File: src/rtl/break_counter_ctrl.sv
// Button-driven wrapping up/down counter with LED drive for the break-away PMOD.
// Optional auto-repeat on a held inc/dec button: define BREAK_CTRL_AUTOREPEAT_EN.
module break_counter_ctrl #(
    parameter int unsigned WIDTH         = 3,
    parameter int unsigned REPEAT_DELAY  = 12000000,
    parameter int unsigned REPEAT_PERIOD = 3000000
) (
    input  logic             i_clock,
    input  logic             i_reset_n,
    input  logic             i_button_inc,
    input  logic             i_button_clr,
    input  logic             i_button_dec,
    output logic [WIDTH-1:0] o_count,
    output logic             o_event,
    output logic [1:0]       o_op,
    output logic             o_wrap,
    output logic [4:0]       o_leds
);

    localparam logic [1:0] OP_NONE = 2'b00;
    localparam logic [1:0] OP_INC  = 2'b01;
    localparam logic [1:0] OP_DEC  = 2'b10;
    localparam logic [1:0] OP_CLR  = 2'b11;

    if (WIDTH < 1 || WIDTH > 8 || REPEAT_DELAY < 2 || REPEAT_PERIOD < 2) begin : g_param_check
        $error("break_counter_ctrl: illegal parameter value");
    end

    logic [2:0]       level;
    logic [2:0]       rise;
    logic [2:0]       prev_q;
    logic [1:0]       op_rise;
    logic [1:0]       op_d;
    logic [WIDTH-1:0] count_q, count_d;
    logic             wrap_q, wrap_d;
    logic             event_q;
    logic [1:0]       op_q;
    logic [4:0]       leds_q, leds_d;
    logic [2:0]       cnt_low;

    // Bit order throughout: [0]=inc, [1]=dec, [2]=clr.
    assign level = {i_button_clr, i_button_dec, i_button_inc};
    assign rise  = level & ~prev_q;

    always_comb begin
        op_rise = OP_NONE;
        if (rise[2])                op_rise = OP_CLR;
        else if (rise[0] && rise[1]) op_rise = OP_NONE;
        else if (rise[0])           op_rise = OP_INC;
        else if (rise[1])           op_rise = OP_DEC;
    end

`ifdef BREAK_CTRL_AUTOREPEAT_EN
    typedef enum logic [1:0] {ST_IDLE, ST_DELAY, ST_REPEAT} state_t;

    localparam logic [23:0] DELAY_LOAD  = 24'(REPEAT_DELAY - 1);
    localparam logic [23:0] PERIOD_LOAD = 24'(REPEAT_PERIOD - 1);

    state_t      state_q, state_d;
    logic [23:0] timer_q, timer_d;
    logic        rep_dec_q, rep_dec_d;
    logic        held;
    logic        other_rise;

    always_comb begin
        state_d    = state_q;
        timer_d    = timer_q;
        rep_dec_d  = rep_dec_q;
        op_d       = op_rise;
        held       = rep_dec_q ? i_button_dec : i_button_inc;
        other_rise = rise[2] | (rep_dec_q ? rise[0] : rise[1]);
        case (state_q)
            ST_IDLE: begin
                if (op_rise == OP_INC || op_rise == OP_DEC) begin
                    state_d   = ST_DELAY;
                    rep_dec_d = (op_rise == OP_DEC);
                    timer_d   = DELAY_LOAD;
                end
            end
            ST_DELAY, ST_REPEAT: begin
                // A fresh rise wins over a due step; its own op already sits in op_d.
                if (!held || other_rise) begin
                    state_d = ST_IDLE;
                end else if (timer_q == '0) begin
                    op_d    = rep_dec_q ? OP_DEC : OP_INC;
                    timer_d = PERIOD_LOAD;
                    state_d = ST_REPEAT;
                end else begin
                    timer_d = timer_q - 1'b1;
                end
            end
            default: state_d = ST_IDLE;
        endcase
    end

    always_ff @(posedge i_clock or negedge i_reset_n) begin
        if (!i_reset_n) begin
            state_q   <= ST_IDLE;
            timer_q   <= '0;
            rep_dec_q <= 1'b0;
        end else begin
            state_q   <= state_d;
            timer_q   <= timer_d;
            rep_dec_q <= rep_dec_d;
        end
    end
`else
    assign op_d = op_rise;
`endif

    always_comb begin
        count_d = count_q;
        wrap_d  = wrap_q;
        case (op_d)
            OP_INC: begin
                count_d = count_q + 1'b1;
                if (count_q == '1) wrap_d = 1'b1;
            end
            OP_DEC: begin
                count_d = count_q - 1'b1;
                if (count_q == '0) wrap_d = 1'b1;
            end
            OP_CLR: begin
                count_d = '0;
                wrap_d  = 1'b0;
            end
            default: ;
        endcase
        // Narrow counters zero-extend, so missing count bits show as dark LEDs.
        cnt_low = 3'(count_d);
        leds_d  = {cnt_low[2], cnt_low[0], |level, wrap_d, cnt_low[1]};
    end

    always_ff @(posedge i_clock or negedge i_reset_n) begin
        if (!i_reset_n) begin
            prev_q  <= '1;
            count_q <= '0;
            wrap_q  <= 1'b0;
            event_q <= 1'b0;
            op_q    <= OP_NONE;
            leds_q  <= '0;
        end else begin
            prev_q  <= level;
            count_q <= count_d;
            wrap_q  <= wrap_d;
            event_q <= (op_d != OP_NONE);
            op_q    <= op_d;
            leds_q  <= leds_d;
        end
    end

    assign o_count = count_q;
    assign o_event = event_q;
    assign o_op    = op_q;
    assign o_wrap  = wrap_q;
    assign o_leds  = leds_q;

endmodule

File: config.mk
export PLATFORM = sky130hd
export DESIGN_NAME = break_counter_ctrl
export DESIGN_NICKNAME = d
export VERILOG_FILES = /design/src/rtl/break_counter_ctrl.sv
export SDC_FILE = /design/constraint.sdc
export NUM_CORES = 1
export LEC_CHECK = 0
export BUFFER_PORTS_ARGS = -buffer_cell sky130_fd_sc_hd__clkbuf_2
export CORE_MARGIN = 1.5
export CORE_UTILIZATION = 25
export CTS_CLUSTER_SIZE = 20
export DETAILED_ROUTE_END_ITERATION = 8
export GPL_TIMING_DRIVEN = 0
export PLACE_DENSITY = 0.52
export REMOVE_ABC_BUFFERS = 1
export SYNTH_ARGS = -nofsm -noshare
export SYNTH_HDL_FRONTEND = slang
export SYNTH_SLANG_ARGS = --single-unit
File: constraint.sdc
create_clock -name i_clock -period 2.6 [get_ports i_clock]
set_input_delay 0.39 -clock i_clock [delete_from_list [all_inputs] [get_ports i_clock]]
set_output_delay 0.39 -clock i_clock [all_outputs]
set_load 0.02 [all_outputs]
==> results of run 1 <==
==> path summary, 6_finish.rpt <==
| check | from | endpoint | slack [ps] |
|---|---|---|---|
| setup / recovery | prev_q[1] | register | 630 |
| hold / removal | i_button_inc | prev_q[0] | 230 |
| setup reg to reg | prev_q[1] | register | 630 |
| hold reg to reg | register | register | 610 |
| max in group asynchronous | i_reset_n | prev_q[2] | 1790 |
| min in group asynchronous | i_reset_n | asynchronous set/reset pin | 530 |
==> cell usage in the layout (no fill, tap or decap) <==
| cell | netlist | routed |
|---|---|---|
| nor3_1 | 1 | 1 |
| nor2_1 | 2 | 2 |
| xor2_1 | 1 | 1 |
| dlygate4sd3_1 | 0 | 1 |
| ha_1 | 3 | 3 |
| mux2_2 | 1 | 1 |
| a22o_1 | 1 | 1 |
| clkbuf_1 | 0 | 1 |
| nand2b_1 | 3 | 3 |
| o21ai_1 | 1 | 1 |
| or3_1 | 1 | 1 |
| inv_1 | 3 | 3 |
| o21bai_1 | 1 | 1 |
| nand4b_1 | 1 | 1 |
| dfrtp_1 | 8 | 8 |
| dfstp_2 | 3 | 3 |
| o21ai_0 | 1 | 1 |
| nor2b_1 | 2 | 2 |
| a21oi_1 | 3 | 3 |
| fa_1 | 1 | 1 |
| clkbuf_4 | 0 | 3 |
| clkbuf_2 | 0 | 16 |
| nand2_1 | 1 | 1 |
| nor4b_2 | 1 | 1 |
==> power breakdown <==
part | total, uW | internal (uW) | switching, uW
combinational | 161 | 63.0 | 98.3
sequential | 232 | 197 | 34.1
clock | 113 | 59.1 | 53.8
total | 506 | 319 | 186
==> worst reg2reg max path: stages, from the launching register on <==
cell	delay [ps]
dfstp_2	520
nand2b_1	120
a21oi_1	130
ha_1	280
fa_1	390
xor2_1	180
o21bai_1	80
a22o_1	170
==> metal layers <==
layer | global-route usage | share of wire | vias up
met4 | 0.0571 | 0.017 | 0
met2 | 0.127 | 0.50 | 10
met3 | 0.0185 | 0.041 | 2
met1 | 0.0648 | 0.44 | 164
li1 | - | - | 173
met5 | 0 | 0 | -
==> cell type report <==
type / instances / area, um2 / area share
timing repair buffer: 17 / 90.1 / 0.141
tap: 27 / 33.8 / 0.0530
clock buffer: 4 / 26.3 / 0.0413
multi-input combinational: 25 / 196 / 0.308
sequential: 11 / 279 / 0.438
inverter: 3 / 11.3 / 0.0177
==> metrics by stage <==
step | hold WS [ps] | total power [uW]
after floorplan | 94.4 | 339
after global placement | 278 | 396
after detailed placement | 274 | 397
after CTS | 226 | 513
after global routing | 222 | 538
final | 233 | 506
==> logic make-up after synthesis <==
kind of cell / share of synthesized area
AND/OR/NAND/NOR: 0.150
flip-flops: 0.540
AO/OA/AOI/OAI: 0.0799
buffers and inverters: 0.0799
adder cells (fa/ha/maj): 0.111
XOR/XNOR: 0.0170
multiplexers: 0.0218
==> timing repair <==
action | 4_1_cts | 5_1_grt
setup buffers | 0 | 0
gates resized for setup | 0 | 0
hold buffers | 1 | 0
endpoints found under the hold margin | 8 | 0
==> flow_metrics.env, run 1 <==
export IMPL_htreeDepth=1
export IMPL_antenna_cells=0
export IMPL_grt_overflow=0
export IMPL_synth_top_area_cell="dfrtp_1"
export IMPL_synth_main_ff_cell="dfrtp_1"
export IMPL_cts_tree="done"
export IMPL_cp_cell_sequence="nand2b_1, a21oi_1, ha_1, fa_1, xor2_1, o21bai_1, a22o_1"
export IMPL_worst_pin_slew_ps=320
export IMPL_synthTopCellsByArea="dfrtp_1, dfstp_2, ha_1"
export IMPL_grt_pass1_vias=323
export IMPL_vdd_drop_max_v=0.000267
export IMPL_clkSlewWorstSetupHoldPaths_ps=70
export IMPL_seq_area_frac_synth=0.540
export IMPL_antenna_found_initial=0
export IMPL_grt_pass1_wl_mm=1.21
export IMPL_synth_top_area_frac=0.387
export IMPL_start_kind="register"
export IMPL_nFillCells=225
export IMPL_finalNonFillerCells=87
export IMPL_cts_buffer_depth=2
export IMPL_ant_nets=0
export IMPL_dp_hpwl_um=582
export IMPL_rows=16
export IMPL_slew_headroom=0.787
export IMPL_final_max_slew_viol_count=0
export IMPL_finClkSkew_ps=6.36
export IMPL_clk_latency_ps=260
export IMPL_die_area_um2=2350
export IMPL_fin_crit_sh=0.756
export IMPL_crit_family="adder cells"
export IMPL_cellPowerDensity_nw_per_um2=794
export IMPL_path_depth=7
export IMPL_place_congestion=0.738
export IMPL_totalWireLength_um=749
export IMPL_slowest_delay_ps=520
export IMPL_hold_path_class="primary input to register"
export IMPL_syn_area_um2=517
export IMPL_fin_crit_ps=1970
export IMPL_syn_inst=43
export IMPL_clock_sinks=11
export IMPL_cp_max_fo=4
export IMPL_ys_warn_count=0
export IMPL_reg2regPathDepth=7
export IMPL_die_h_um=48.5
export IMPL_dr_first_iter_drc_count=0
export IMPL_firstDrtPassIters=1
export IMPL_ys_seq_elements=11
export IMPL_worst_setup_path_type="register to register"
export IMPL_avgSynthCellArea_um2=12.0
export IMPL_crit_buf_inv=0
export IMPL_worst_slack_ps=634
export IMPL_numCtsBuffers=3
export IMPL_rsz0062_at_grt="no"
export IMPL_post_dp_cell_area_um2=601
export IMPL_avgRoutedWirePerCell_um=8.61
export IMPL_design_area_um2=637
export IMPL_grt_usage=0.0699
export IMPL_layout_drive_gt1_share=0.400
export IMPL_fp_dieW_um=48.5
export IMPL_worst_setup_path_end_kind="register"
export IMPL_nets=70
export IMPL_timing_setup_tns_ps=0
export IMPL_hold_viol=0
export IMPL_synth_edf_count=0
export IMPL_area_growth_pct=23.2
export IMPL_slowest_stage="dfstp_2"
export IMPL_synthArstFlopShare=1.00
export IMPL_utilization=0.325
export IMPL_place_ws_ps=566
export IMPL_pin_count=17
export IMPL_drc_errors=0
export IMPL_synth_most_common_cell="dfrtp_1"
export IMPL_holdPathStages=1
export IMPL_synthDistinctLibCells=21
export IMPL_max_cap_viol_count=0
export IMPL_synth_common_cells="dfrtp_1, buf_4"
export IMPL_setup_viol=0
export IMPL_worstPathArrival_ps=2120
export IMPL_dp_cells=82
export IMPL_coreArea_um2=1960
export IMPL_status="completed"
export IMPL_grt_max_degree=12
export IMPL_start_util=0.263
export IMPL_cp_required_ps=2750
export IMPL_vias=349
export IMPL_viasPerCell=4.01
export IMPL_root_buffer="clkbuf_4"
export IMPL_io_buffers=16
export IMPL_leakage_uw=0.000309
export IMPL_max_freq_mhz=509
(Power assumes the default switching activity.)
==> run 2, diff against run 1 <==
Clock period 2.6 ns to 1.99 ns, I/O delays scaled along.
==> flow_metrics.env, run 2 (synthesis results as in run 1) <==
export IMPL_timing_setup_tns_ps=0
export IMPL_grt_pass1_wl_mm=1.21
export IMPL_grt_overflow=0
export IMPL_status="completed"
export IMPL_crit_start="prev_q[1]"
export IMPL_dr_first_iter_drc_count=0
export IMPL_layout_drive_gt1_share=0.459
export IMPL_antenna_cells=0
export IMPL_coreArea_um2=1960
export IMPL_max_cap_viol_count=0
export IMPL_area_growth_pct=27.4
export IMPL_max_freq_mhz=534
export IMPL_dp_hpwl_um=582
export IMPL_worstHoldStart="i_button_inc"
export IMPL_worst_setup_path_end_kind="register"
export IMPL_nets=71
export IMPL_place_congestion=0.738
export IMPL_worst_pin_slew_ps=270
export IMPL_nFillCells=225
export IMPL_avgRoutedWirePerCell_um=8.84
export IMPL_grt_usage=0.0699
export IMPL_r2r_start="prev_q[1]"
export IMPL_slew_headroom=0.820
export IMPL_finalNonFillerCells=88
export IMPL_clock_sinks=11
export IMPL_root_buffer="clkbuf_4"
export IMPL_post_dp_cell_area_um2=601
export IMPL_rsz0062_at_grt="no"
export IMPL_final_max_slew_viol_count=0
export IMPL_io_buffers=16
export IMPL_dp_cells=82
export IMPL_start_util=0.263
export IMPL_cts_tree="done"
export IMPL_clkSlewWorstSetupHoldPaths_ps=70
export IMPL_firstDrtPassIters=1
export IMPL_vias=356
export IMPL_utilization=0.335
export IMPL_start_kind="register"
export IMPL_seqCellArea_um2=279
export IMPL_cellPowerDensity_nw_per_um2=1010
export IMPL_fin_crit_sh=0.941
export IMPL_layout_commonest_cell="clkbuf_2"
export IMPL_setup_viol=0
export IMPL_worstPathArrival_ps=2030
export IMPL_htreeDepth=1
export IMPL_clk_latency_ps=260
export IMPL_die_h_um=48.5
export IMPL_rows=16
export IMPL_hold_ws_ps=141
export IMPL_die_area_um2=2350
export IMPL_leakage_uw=0.000319
export IMPL_final_cell_mix="clkbuf_2, dfrtp_1, inv_1, clkbuf_4, dfstp_2"
export IMPL_cp_required_ps=2140
export IMPL_cp_max_fo=3
export IMPL_viasPerCell=4.05
export IMPL_fin_crit_ps=1870
export IMPL_multiInputGateArea_um2=210
export IMPL_hold_path_class="primary input to register"
export IMPL_antenna_found_initial=0
export IMPL_pin_count=17
export IMPL_finClkSkew_ps=6.24
export IMPL_design_area_um2=658
export IMPL_grt_max_degree=12
export IMPL_cts_buffer_depth=2
export IMPL_numCtsBuffers=3
export IMPL_hold_viol=0
export IMPL_totalWireLength_um=778
export IMPL_worst_setup_path_type="register to register"
export IMPL_fp_dieW_um=48.5
export IMPL_grt_pass1_vias=323
export IMPL_drc_errors=0
export IMPL_vdd_drop_max_v=0.000346
export IMPL_ant_nets=0
run 2: cell count changes in the layout (fill, tap and decap cells not counted), sizes merged:
cell / previous run / this run
buf: 0 / 1
run 2: report_power, final:
group	switching (uW)	internal, uW	total [uW]	leakage (uW)
logic	131	86.9	217	0.000174
registers	43.8	258	302	0.000129
clock network	70.5	77.2	148	0.0000150
run 2: timing repair:
item                                   4_1_cts  5_1_grt
resized for setup                            0        3
endpoints found under the hold margin        8        0
setup endpoints to repair                    0        1
setup buffers                                0        1
hold buffers                                 1        0
run 2: layout make-up:
cell class,count,area share
sequential,11,0.424
multi-input combinational,25,0.319
timing repair buffer,18,0.148
tap,27,0.0513
clock buffer,4,0.0399
inverter,3,0.0171
run 2: path summary, 6_finish.rpt:
check	slack, ps	depth (start not counted)	end
min in group asynchronous	440	2	asynchronous set/reset pin
min	140	1	prev_q[0]
max	120	7	register
max reg2reg	120	7	register
max in group asynchronous	1270	2	prev_q[2]
min reg2reg	610	2	register
run 2: through the flow:
stage	total power, uW	worst slack, ps
after floorplan	443	131
after global placement	517	44.5
after detailed placement	519	25.7
after CTS	670	12.2
after global routing	710	35.0
final	667	117
run 2: worst max-delay path, cell delays in order (launching register included):
cell,delay (ps)
dfstp_2,520
nand2b_4,120
o21ai_1,90
ha_2,230
fa_1,380
xor2_1,180
o21bai_1,80
a22o_1,170
run 2: per-layer routing:
metal,track usage,part of all wire
met1,0.0648,0.43
met2,0.127,0.52
met3,0.0185,0.040
met4,0.0571,0.017
met5,0,0
==> run 3, diff against run 2 <==
Settings changed: CORE_MARGIN 1.5 to unset, PLACE_DENSITY 0.52 to 0.42, SETUP_SLACK_MARGIN set to 0.4.
==> flow_metrics.env, run 3 (synthesis results as in run 1) <==
export IMPL_antenna_found_initial=0
export IMPL_max_freq_mhz=567
export IMPL_cts_buffer_depth=2
export IMPL_grt_use_met3=0.0113
export IMPL_vdd_drop_max_v=0.000325
export IMPL_status="completed"
export IMPL_worst_slack_ps=227
export IMPL_p_total_uw=706
export IMPL_dp_hpwl_um=589
export IMPL_timing_setup_tns_ps=0
export IMPL_cts_tree="done"
export IMPL_fp_dieW_um=47.5
export IMPL_start_kind="register"
export IMPL_die_h_um=47.5
export IMPL_rows=16
export IMPL_vias=353
export IMPL_layout_drive_gt1_share=0.594
export IMPL_hold_viol=0
export IMPL_grt_max_degree=12
export IMPL_grt_pass1_vias=345
export IMPL_grt_pass1_wl_mm=1.34
export IMPL_drc_errors=0
export IMPL_hold_path_class="primary input to register"
export IMPL_root_buffer="clkbuf_4"
export IMPL_cp_cell_sequence="nand2b_4, o21ai_4, ha_4, fa_2, xor2_2, o21bai_1, a22o_1"
export IMPL_max_cap_viol_count=0
export IMPL_final_max_slew_viol_count=0
export IMPL_die_area_um2=2250
export IMPL_worst_setup_path_type="register to register"
export IMPL_rsz0062_at_grt="yes"
export IMPL_fin_crit_sh=0.886
export IMPL_coreArea_um2=1960
export IMPL_met2_usage=0.137
export IMPL_leakage_uw=0.000343
export IMPL_dr_first_iter_drc_count=4
export IMPL_grt_busiest_layer="met2"
export IMPL_grt_util_met1=0.107
export IMPL_avgRoutedWirePerCell_um=10.1
export IMPL_nFillCells=211
export IMPL_antenna_cells=0
export IMPL_slew_headroom=0.808
export IMPL_slowest_stage="dfstp_2"
export IMPL_cellPowerDensity_nw_per_um2=962
export IMPL_worst_pin_slew_ps=288
export IMPL_firstDrtPassIters=3
export IMPL_multiInputGateArea_um2=264
export IMPL_cp_required_ps=2150
export IMPL_start_util=0.263
export IMPL_numCtsBuffers=3
export IMPL_cp_max_fo=2
export IMPL_setup_viol=0
export IMPL_place_congestion=0.664
export IMPL_io_buffers=16
export IMPL_htreeDepth=1
export IMPL_finClkSkew_ps=4.61
export IMPL_fin_crit_ps=1760
export IMPL_final_cell_mix="clkbuf_2, dfrtp_1, buf_4"
export IMPL_worst_setup_path_end_kind="register"
export IMPL_clk_latency_ps=260
export IMPL_seqCellArea_um2=279
export IMPL_pin_count=17
export IMPL_nets=74
export IMPL_totalWireLength_um=922
export IMPL_clock_sinks=11
export IMPL_hold_ws_ps=132
export IMPL_grt_usage=0.0918
export IMPL_ant_nets=0
export IMPL_utilization=0.374
export IMPL_place_ws_ps=34.3
export IMPL_slowest_delay_ps=510
export IMPL_crit_buf_inv=0
export IMPL_grt_overflow=0
export IMPL_layout_commonest_cell="clkbuf_2"
export IMPL_worstPathArrival_ps=1920
export IMPL_viasPerCell=3.88
export IMPL_area_growth_pct=42.1
export IMPL_clkSlewWorstSetupHoldPaths_ps=70
export IMPL_crit_family="adder cells"
==> run 3: stage by stage <==
step | instances | area [um2]
floorplan | 39 | 487
finish | 91 | 734
global placement | 82 | 601
detailed placement | 82 | 601
CTS | 90 | 717
global route | 91 | 734
==> run 3: cell type report <==
cell class,instances,share of cell area
Timing Repair Buffer,21,0.164
Clock buffer,4,0.0358
Inverter,3,0.0153
Tap cell,27,0.0460
Sequential cell,11,0.380
Multi-Input combinational cell,25,0.359
==> run 3: final timing paths <==
check                        startpoint                          to  slack [ps]  depth (start not counted)
min in group asynchronous     i_reset_n  asynchronous set/reset pin         440                          2
min reg2reg                    register                    register         610                          2
max                           prev_q[1]                    register         230                          7
max in group asynchronous     i_reset_n                   prev_q[2]        1270                          2
max reg2reg                   prev_q[1]                    register         230                          7
min                        i_button_inc                   prev_q[0]         130                          1
==> run 3: repair_timing <==
action	4_1_cts	5_1_grt
pin swaps	3	2
resized for setup	12	2
endpoints found under the setup margin	4	4
hold endpoints to repair	8	0
buffers inserted	3	1
hold buffers	1	0
==> run 3: worst reg2reg max path, stage by stage (launching register included) <==
cell      delay [ps]
dfstp_2          510
nand2b_4         140
o21ai_4           70
ha_4             170
fa_2             350
xor2_2           160
o21bai_1          80
a22o_1           170
==> run 3: where the power goes <==
group	internal (uW)	switching, uW	leakage [uW]	total [uW]
Sequential	258	46.9	0.000129	305
Clock	77.4	74.9	0.0000150	152
Combinational	106	143	0.000199	249
Total	441	265	0.000343	706
==> run 3: layer usage <==
metal / part of all wire / up-vias
met2: 0.52 / 7
met3: 0.018 / 2
met4: 0.022 / 0
met5: 0 / -
li1: - / 178
met1: 0.43 / 166
